[src/rtl/proc_n.sv]
// proc_n: parametrised multi-cycle bus processor with eight general registers,
// accumulator A, ALU result register G and a one-hot driven shared bus.
module proc_n #(
  parameter int W = 16
) (
  input  logic         Clock,
  input  logic         Resetn,
  input  logic [W-1:0] DIN,
  input  logic         Run,
  output logic         Done,
  output logic [W-1:0] BusWires
);

  typedef enum logic [1:0] {
    T0 = 2'd0,
    T1 = 2'd1,
    T2 = 2'd2,
    T3 = 2'd3
  } state_t;

  localparam logic [2:0] OP_MV   = 3'd0;
  localparam logic [2:0] OP_MVI  = 3'd1;
  localparam logic [2:0] OP_ADD  = 3'd2;
  localparam logic [2:0] OP_SUB  = 3'd3;
  localparam logic [2:0] OP_AND  = 3'd4;
  localparam logic [2:0] OP_MVNZ = 3'd5;

  state_t         state_r;
  state_t         next_state_s;
  logic [8:0]     ir_r;
  logic [W-1:0]   a_r;
  logic [W-1:0]   g_r;
  logic [W-1:0]   r_r [8];

  logic [2:0]     opcode_s;
  logic [2:0]     x_s;
  logic [2:0]     y_s;
  logic           is_alu_s;
  logic           g_nz_s;

  logic           ir_in_s;
  logic           a_in_s;
  logic           g_in_s;
  logic [7:0]     r_in_s;
  logic           sel_din_s;
  logic           sel_g_s;
  logic [7:0]     sel_r_s;
  logic           done_s;
  logic [W-1:0]   bus_s;
  logic [W-1:0]   alu_s;

  // One-hot decode of a 3-bit register index.
  function automatic logic [7:0] dec3_f(input logic [2:0] idx);
    dec3_f = 8'b0000_0001 << idx;
  endfunction

  // ALU: results wrap modulo 2^W; subtraction is A + ~B + 1.
  function automatic logic [W-1:0] alu_f(input logic [2:0] op,
                                         input logic [W-1:0] a,
                                         input logic [W-1:0] b);
    case (op)
      OP_ADD:  alu_f = a + b;
      OP_SUB:  alu_f = a + ~b + {{(W-1){1'b0}}, 1'b1};
      OP_AND:  alu_f = a & b;
      default: alu_f = {W{1'b0}};
    endcase
  endfunction

  assign opcode_s = ir_r[8:6];
  assign x_s      = ir_r[5:3];
  assign y_s      = ir_r[2:0];
  assign is_alu_s = (opcode_s == OP_ADD) || (opcode_s == OP_SUB) || (opcode_s == OP_AND);
  assign g_nz_s   = (g_r != {W{1'b0}});

  // Control decode: bus source selects, register load enables, Done and next state.
  always_comb begin
    next_state_s = state_r;
    ir_in_s      = 1'b0;
    a_in_s       = 1'b0;
    g_in_s       = 1'b0;
    r_in_s       = 8'b0;
    sel_din_s    = 1'b0;
    sel_g_s      = 1'b0;
    sel_r_s      = 8'b0;
    done_s       = 1'b0;
    case (state_r)
      T0: begin
        if (Run) begin
          ir_in_s      = 1'b1;
          next_state_s = T1;
        end else begin
          next_state_s = T0;
        end
      end
      T1: begin
        case (opcode_s)
          OP_MV: begin
            sel_r_s      = dec3_f(y_s);
            r_in_s       = dec3_f(x_s);
            done_s       = 1'b1;
            next_state_s = T0;
          end
          OP_MVI: begin
            sel_din_s    = 1'b1;
            r_in_s       = dec3_f(x_s);
            done_s       = 1'b1;
            next_state_s = T0;
          end
          OP_MVNZ: begin
            sel_r_s = dec3_f(y_s);
            if (g_nz_s) begin
              r_in_s = dec3_f(x_s);
            end else begin
              r_in_s = 8'b0;
            end
            done_s       = 1'b1;
            next_state_s = T0;
          end
          OP_ADD, OP_SUB, OP_AND: begin
            sel_r_s      = dec3_f(x_s);
            a_in_s       = 1'b1;
            next_state_s = T2;
          end
          default: begin
            done_s       = 1'b1;
            next_state_s = T0;
          end
        endcase
      end
      T2: begin
        if (is_alu_s) begin
          sel_r_s      = dec3_f(y_s);
          g_in_s       = 1'b1;
          next_state_s = T3;
        end else begin
          next_state_s = T0;
        end
      end
      T3: begin
        if (is_alu_s) begin
          sel_g_s      = 1'b1;
          r_in_s       = dec3_f(x_s);
          done_s       = 1'b1;
          next_state_s = T0;
        end else begin
          next_state_s = T0;
        end
      end
      default: begin
        next_state_s = T0;
      end
    endcase
  end

  // Shared bus: AND-OR of one-hot selected sources, zero when nothing drives it.
  always_comb begin
    bus_s = (DIN & {W{sel_din_s}}) | (g_r & {W{sel_g_s}});
    for (int i = 0; i < 8; i++) begin
      bus_s = bus_s | (r_r[i] & {W{sel_r_s[i]}});
    end
  end

  assign alu_s    = alu_f(opcode_s, a_r, bus_s);
  assign Done     = done_s;
  assign BusWires = bus_s;

  // Sequencer state, instruction register, accumulator and ALU result register.
  always_ff @(posedge Clock or negedge Resetn) begin
    if (!Resetn) begin
      state_r <= T0;
      ir_r    <= 9'd0;
      a_r     <= {W{1'b0}};
      g_r     <= {W{1'b0}};
    end else begin
      state_r <= next_state_s;
      if (ir_in_s) begin
        ir_r <= DIN[8:0];
      end
      if (a_in_s) begin
        a_r <= bus_s;
      end
      if (g_in_s) begin
        g_r <= alu_s;
      end
    end
  end

  // General register file R0-R7, each loaded from the bus on its enable.
  always_ff @(posedge Clock or negedge Resetn) begin
    if (!Resetn) begin
      for (int i = 0; i < 8; i++) begin
        r_r[i] <= {W{1'b0}};
      end
    end else begin
      for (int i = 0; i < 8; i++) begin
        if (r_in_s[i]) begin
          r_r[i] <= bus_s;
        end
      end
    end
  end

endmodule

[config.mk]
export PLATFORM = sky130hd
export DESIGN_NAME = proc_n
export DESIGN_NICKNAME = d
export VERILOG_FILES = /design/src/rtl/proc_n.sv
export SDC_FILE = /design/constraint.sdc
export NUM_CORES = 1
export LEC_CHECK = 0
export CAP_MARGIN = 20
export CORE_ASPECT_RATIO = 0.8
export CORE_MARGIN = 10
export CORE_UTILIZATION = 50
export CTS_CLUSTER_DIAMETER = 120
export CTS_CLUSTER_SIZE = 24
export DETAILED_ROUTE_END_ITERATION = 6
export PLACE_DENSITY = 0.68
export SETUP_SLACK_MARGIN = 0.2
export SYNTH_ARGS = -nofsm -noshare
export SYNTH_HDL_FRONTEND = slang
export SYNTH_SLANG_ARGS = --single-unit
export TNS_END_PERCENT = 20
[constraint.sdc]
create_clock -name Clock -period 5.85 [get_ports Clock]
set_clock_uncertainty 0.05 [all_clocks]
set_input_delay 1.17 -clock Clock [delete_from_list [all_inputs] [get_ports Clock]]
set_output_delay 1.17 -clock Clock [all_outputs]
set_load 0.05 [all_outputs]
# Yosys cells after proc, flatten, opt, wreduce, memory -nomap -nowiden
# Cells that the tools add are included.
[totals] wordCells=77 reg_bits=171 output_inout_bits=17 in_bits=19
[op_classes] n_shift=2 n_eq_ne=8 mux=23 n_bitwise=21 n_reduce_logical=8 add_sub_neg=3
[ops] operator="$and 16x16->16" n=11
[ops] operator="$or 16x16->16" n=9
[ops] operator="$pmux 8 s2" n=4
[ops] operator="$pmux 16 s3" n=1
[ops] operator="$add 16x16->16" n=2
[ops] operator="$mux 8" n=3
[ops] operator="$add 16x1->16 const B" n=1
[ops] operator="$not 16->16" n=1
[ops] operator="$reduce_bool 16->1" n=1
[ops] operator="$shl 1x3->8 const A" n=2
[ops] operator="$mux 1" n=11
[ops] operator="$pmux 2 s4" n=1
[ops] operator="$eq 3x2->1 const B" n=2
[ops] operator="$eq 3x3->1 const B" n=2
[ops] operator="$eq 2x2->1 const B" n=2
[ops] operator="$mux 2" n=2
[ops] operator="$reduce_or 2->1" n=2
[ops] operator="$eq 3x1->1 const B" n=1
[ops] operator="$logic_not 3->1" n=1
[ops] operator="$reduce_or 3->1" n=1
[ops] operator="$eq 2x1->1 const B" n=1
[ops] operator="$logic_not 2->1" n=1
[ops] operator="$logic_or 1x1->1" n=2
[ops] operator="$pmux 1 s2" n=1

# Logic depth before layout (Yosys ltp)
[depth] word_depth=19 ltp_mapped=25 ltp_nobuf=22

# Worst setup path after synthesis
# Ideal clock, no wire load.
[synth_timing] path_kind="register to register" start="register state_r[0]" end="register g_r[14]" setup_ns=0.129 t_required_ns=5.671 period_less_slack_ns=4.817 path_buffers=3 arrival_ns=4.638 path_slack_ns=1.033 path_stages_with_launch=25 cell_sequence="dfrtp_1 inv_1 ha_1 clkbuf_1 o21ai_4 a21boi_2 nand3_1 a21boi_2 buf_2 a22oi_1 and4_1 buf_2 inv_2 ha_1 inv_1 fa_1 nor2b_1 o211ai_1 a211o_1 a21oi_1 a31oi_1 o21ai_0 xor2_1 a221oi_1 a21oi_1"
[synth_between] elab_chain_cells=16 word_cells_on_any_way=32 cone_classes="add/sub: 3; eq/ne: 3; mux: 5; bitwise: 21"
[synth_rtl] element="start: declaration" line="28" source="state_t state_r;"
[synth_rtl] element="start signal: assignment" line="175" source="state_r <= next_state_s;"
[synth_rtl] element="$eq 2x1->1 or $eq 2x2->1 (tied branches)" line="86" source="case (state_r)"
[synth_rtl] element="$mux 1" line="86"
[synth_rtl] element="$and 16x16->16" line="157" source="bus_s = (DIN & {W{sel_din_s}}) | (g_r & {W{sel_g_s}});"
[synth_rtl] element="$or 16x16->16" line="157"
[synth_rtl] element="$or 16x16->16 (7 in series)" line="159" source="bus_s = bus_s | (r_r[i] & {W{sel_r_s[i]}});"
[synth_rtl] element="$or 16x16->16 *" line="159"
[synth_rtl] element="via BusWires[0]" line="11" source="output logic [W-1:0] BusWires"
[synth_rtl] element="$not 16->16" line="63" source="OP_SUB: alu_f = a + ~b + {{(W-1){1'b0}}, 1'b1};"
[synth_rtl] element="$add 16x16->16" line="63"
[synth_rtl] element="$add 16x1->16" line="63"
[synth_rtl] element="$pmux 16 s3 *" line="61" source="case (op)"
[synth_rtl] element="end signal: assignment" line="173" source="g_r <= {W{1'b0}};"
[synth_rtl] element="end signal: assignment" line="183" source="g_r <= alu_s;"
[synth_rtl] element="end: declaration" line="32" source="logic [W-1:0] g_r;"
# The timed path passes the listed nets; every way through them passes the cells marked *.
# A chain may end at the register's enable or synchronous reset.

# Worst setup path after layout
[layout_timing] start="register ir_r[8]" end="register g_r[13]"
[layout_between] elab_chain_cells=19 word_cells_on_any_way=43 cone_classes="add/sub: 3; eq/ne: 5; mux: 9; bitwise: 21; reduce/logical: 5"
[layout_rtl] element="start: declaration" line="30" source="logic [8:0] ir_r;"
[layout_rtl] element="start signal: assignment" line="177" source="ir_r <= DIN[8:0];"
[layout_rtl] element="branches (longest 19 deep; another with $and 16x16->16)"
# Parallel ways; which one is timed is not known.

==> results.cfg <==
[clock_tree]
cts.sinks = 171
postCtsSetupRepairBufs = 0
clk_pin_slew_ns = 0.07
clock_path_buffers = 2
clk_latency_ns = 0.44
h-tree-depth = 4
cts_tree = done
cts-root-buf = clkbuf_16
cts_made_buffers = 17

[worst_setup_path]
worst_setup_path_start_kind = flop
cp.arrival_ns = 5.58
startpoint = ir_r[8]
required_ns = 6.11
worst_setup_path_end_kind = flop
critical_path_class = flop to flop
cp_max_fo = 13
r2r-start = ir_r[8]

[cells_and_area]
final_core_util = 0.589
layout_common_cells = dfrtp_1, nand2_1, nor2_1
drive_above_1_share = 0.130
final_common_cell = dfrtp_1
finalNonFillerCells = 1192
layout.nets = 1016
area_delta_synth_final_pct = 14.9
diodes = 0

[floorplan]
row_count = 43
ios = 36
design.die.area_mm2 = 0.0236
start_util = 0.512
core_mm2 = 0.0174
die_h_um = 140
die_x_um = 169

[global_route]
grt_pass1_vias = 6794
antenna_found_initial = 0
grt_max_degree = 112
grt_usage = 0.202
grt_pass1_wl_mm = 38.5
gr-total-overflow = 0

[place]
io_buffers = 35
finalWeightedCongestion = 0.938
dp_hpwl_mm = 16.5
dp_cells = 1158

[sta]
min_period_ns = 5.32
fin_tns_setup_ns = 0
min_period_over_period = 0.909
tightestPinTransition_ns = 1.02
finalSetupViolations = 0
rsz0062_at_grt = false
clock.fmax_ghz = 0.188
hold_violations = 0
timing.slew.headroom = 0.323
timing.hold.ws_ns = 0.438
slew_violations = 0

[logic_synthesis]
yosysWarningCount = 0
synth.cell_area_mm2 = 0.00893
yosysSeqAreaShare = 0.479
synth.avg_cell_area_um2 = 9.48
ys.flop_type = dfrtp_1
async_reset_ff_frac = 1.00
synth_edf_count = 0
synth_cells = 942
synth_seq_cells = 171
synthesis.nets = 1004
synth_cell_types = 61

[drt]
vias = 7204
via_per_inst = 6.04
routed_wl_mm = 23.5
drtIter0Drc = 943
wire_per_inst_um = 19.7
dr.pass1.iters = 7
drc = 7
antenna_left = 0

[outcome]
status = finished with violations
violations = design-rule violations

[power_and_ir_drop]
p_leak_nw = 4.35
powerDensity_mw_per_mm2 = 521
ir_worst_vdd_mv = 0.350

[min_path]
hold_start = r_r[56]
hold_class = flop to flop

[run]
cap_violations = 0
## per-stage QoR
stage	total power [W]	instance area (um^2)	worst slack [ns]
after floorplan	0.00359	8930	1.03
after global placement	0.00412	9590	0.621
after detailed placement	0.00419	9590	0.563
after CTS	0.00532	10200	0.576
after global routing	0.00574	10300	0.208
final	0.00534	10300	0.530
## power breakdown
part	switching (W)	internal (W)	leakage, nW
Sequential	0.000390	0.00174	1.99
Combinational	0.00119	0.000898	2.08
Clock	0.000546	0.000575	0.288
## worst max-delay path, cell delays in order, from the launching register on
cell and delay [ns]:
dfrtp_1 0.46, nor2b_1 0.45, nor2_2 0.15, nor2b_1 0.32, nand3_1 0.15, a21boi_2 0.28, buf_4 0.29, a22oi_1 0.12
and4_2 0.36, inv_1 0.16, ha_1 0.28, o21bai_1 0.19, a21oi_1 0.11, o31ai_1 0.42, a221oi_1 0.23, o21a_1 0.29
o31ai_1 0.28, xnor2_1 0.12, a221oi_1 0.35, o21ai_0 0.12
## final cells by class
class,count,area (um^2)
Sequential cell,171,4280
Fill cell,1529,7170
Multi-Input combinational cell,664,4190
Timing Repair Buffer,67,792
Tap cell,225,282
Inverter,33,124
Clock buffer,17,425
Clock inverter,15,170
## final timing paths
path	endpoint	slack, ns	cells past startpoint
max in group asynchronous	r_r[38]	3.89	2
hold / removal	r_r[56]	0.44	2
hold reg to reg	r_r[56]	0.44	2
min in group asynchronous	a_r[0]	0.76	1
setup reg to reg	g_r[13]	0.53	19
setup / recovery	g_r[13]	0.53	19
## routing by layer
metal  GRT usage  routed length [um]  vias to the layer above
li1            -                   -                     3430
met1       0.305               11400                     3533
met2       0.291               10400                      219
met3      0.0310                1410                       22
met4      0.0599                 346                        0
met5           0                   0                        -
## cells in the mapped netlist, types with 3 or more instances
master | n | area, um^2
o21ai_1 | 79 | 395
xnor2_1 | 13 | 114
nand2b_1 | 6 | 37.5
xor2_1 | 7 | 61.3
inv_2 | 14 | 52.6
and4_1 | 16 | 140
buf_6 | 8 | 90.1
a21o_1 | 4 | 30.0
nor3b_1 | 5 | 37.5
buf_4 | 4 | 30.0
nor3_1 | 7 | 35.0
dfrtp_1 | 171 | 4280
nor2_1 | 97 | 364
nor4_1 | 4 | 25.0
buf_2 | 20 | 100
a22o_1 | 6 | 52.6
nor2b_1 | 14 | 87.6
inv_1 | 19 | 71.3
ha_1 | 41 | 513
a222oi_1 | 35 | 350
nand3_1 | 8 | 40.0
a32oi_1 | 4 | 35.0
clkbuf_1 | 41 | 154
o31ai_1 | 3 | 22.5
a221oi_1 | 7 | 61.3
a21oi_1 | 87 | 435
a21boi_2 | 5 | 56.3
o22ai_1 | 3 | 18.8
a22oi_1 | 33 | 248
mux2_2 | 10 | 113
a31oi_1 | 3 | 18.8
o21ai_0 | 23 | 115
nand2_1 | 106 | 398
## registers in the layout, summed over array words and instances, names as in the netlist
name     cells
a_r         16
g_r         16
ir_r         9
r_r        128
state_r      2
## cells by family after synthesis
family                   synth area share
multiplexers                       0.0126
buffers and inverters              0.0563
AO/OA/AOI/OAI                       0.228
flip-flops                          0.479
adder cells (fa/ha/maj)            0.0619
XOR/XNOR                           0.0196
AND/OR/NAND/NOR                     0.143
## repair_timing
action                     4_1_cts  5_1_grt
resized for setup                0        5
setup endpoints to repair        0        3
hold buffers                     0        0
hold endpoints to repair         0        0
Power figures use the tool's default switching activity.
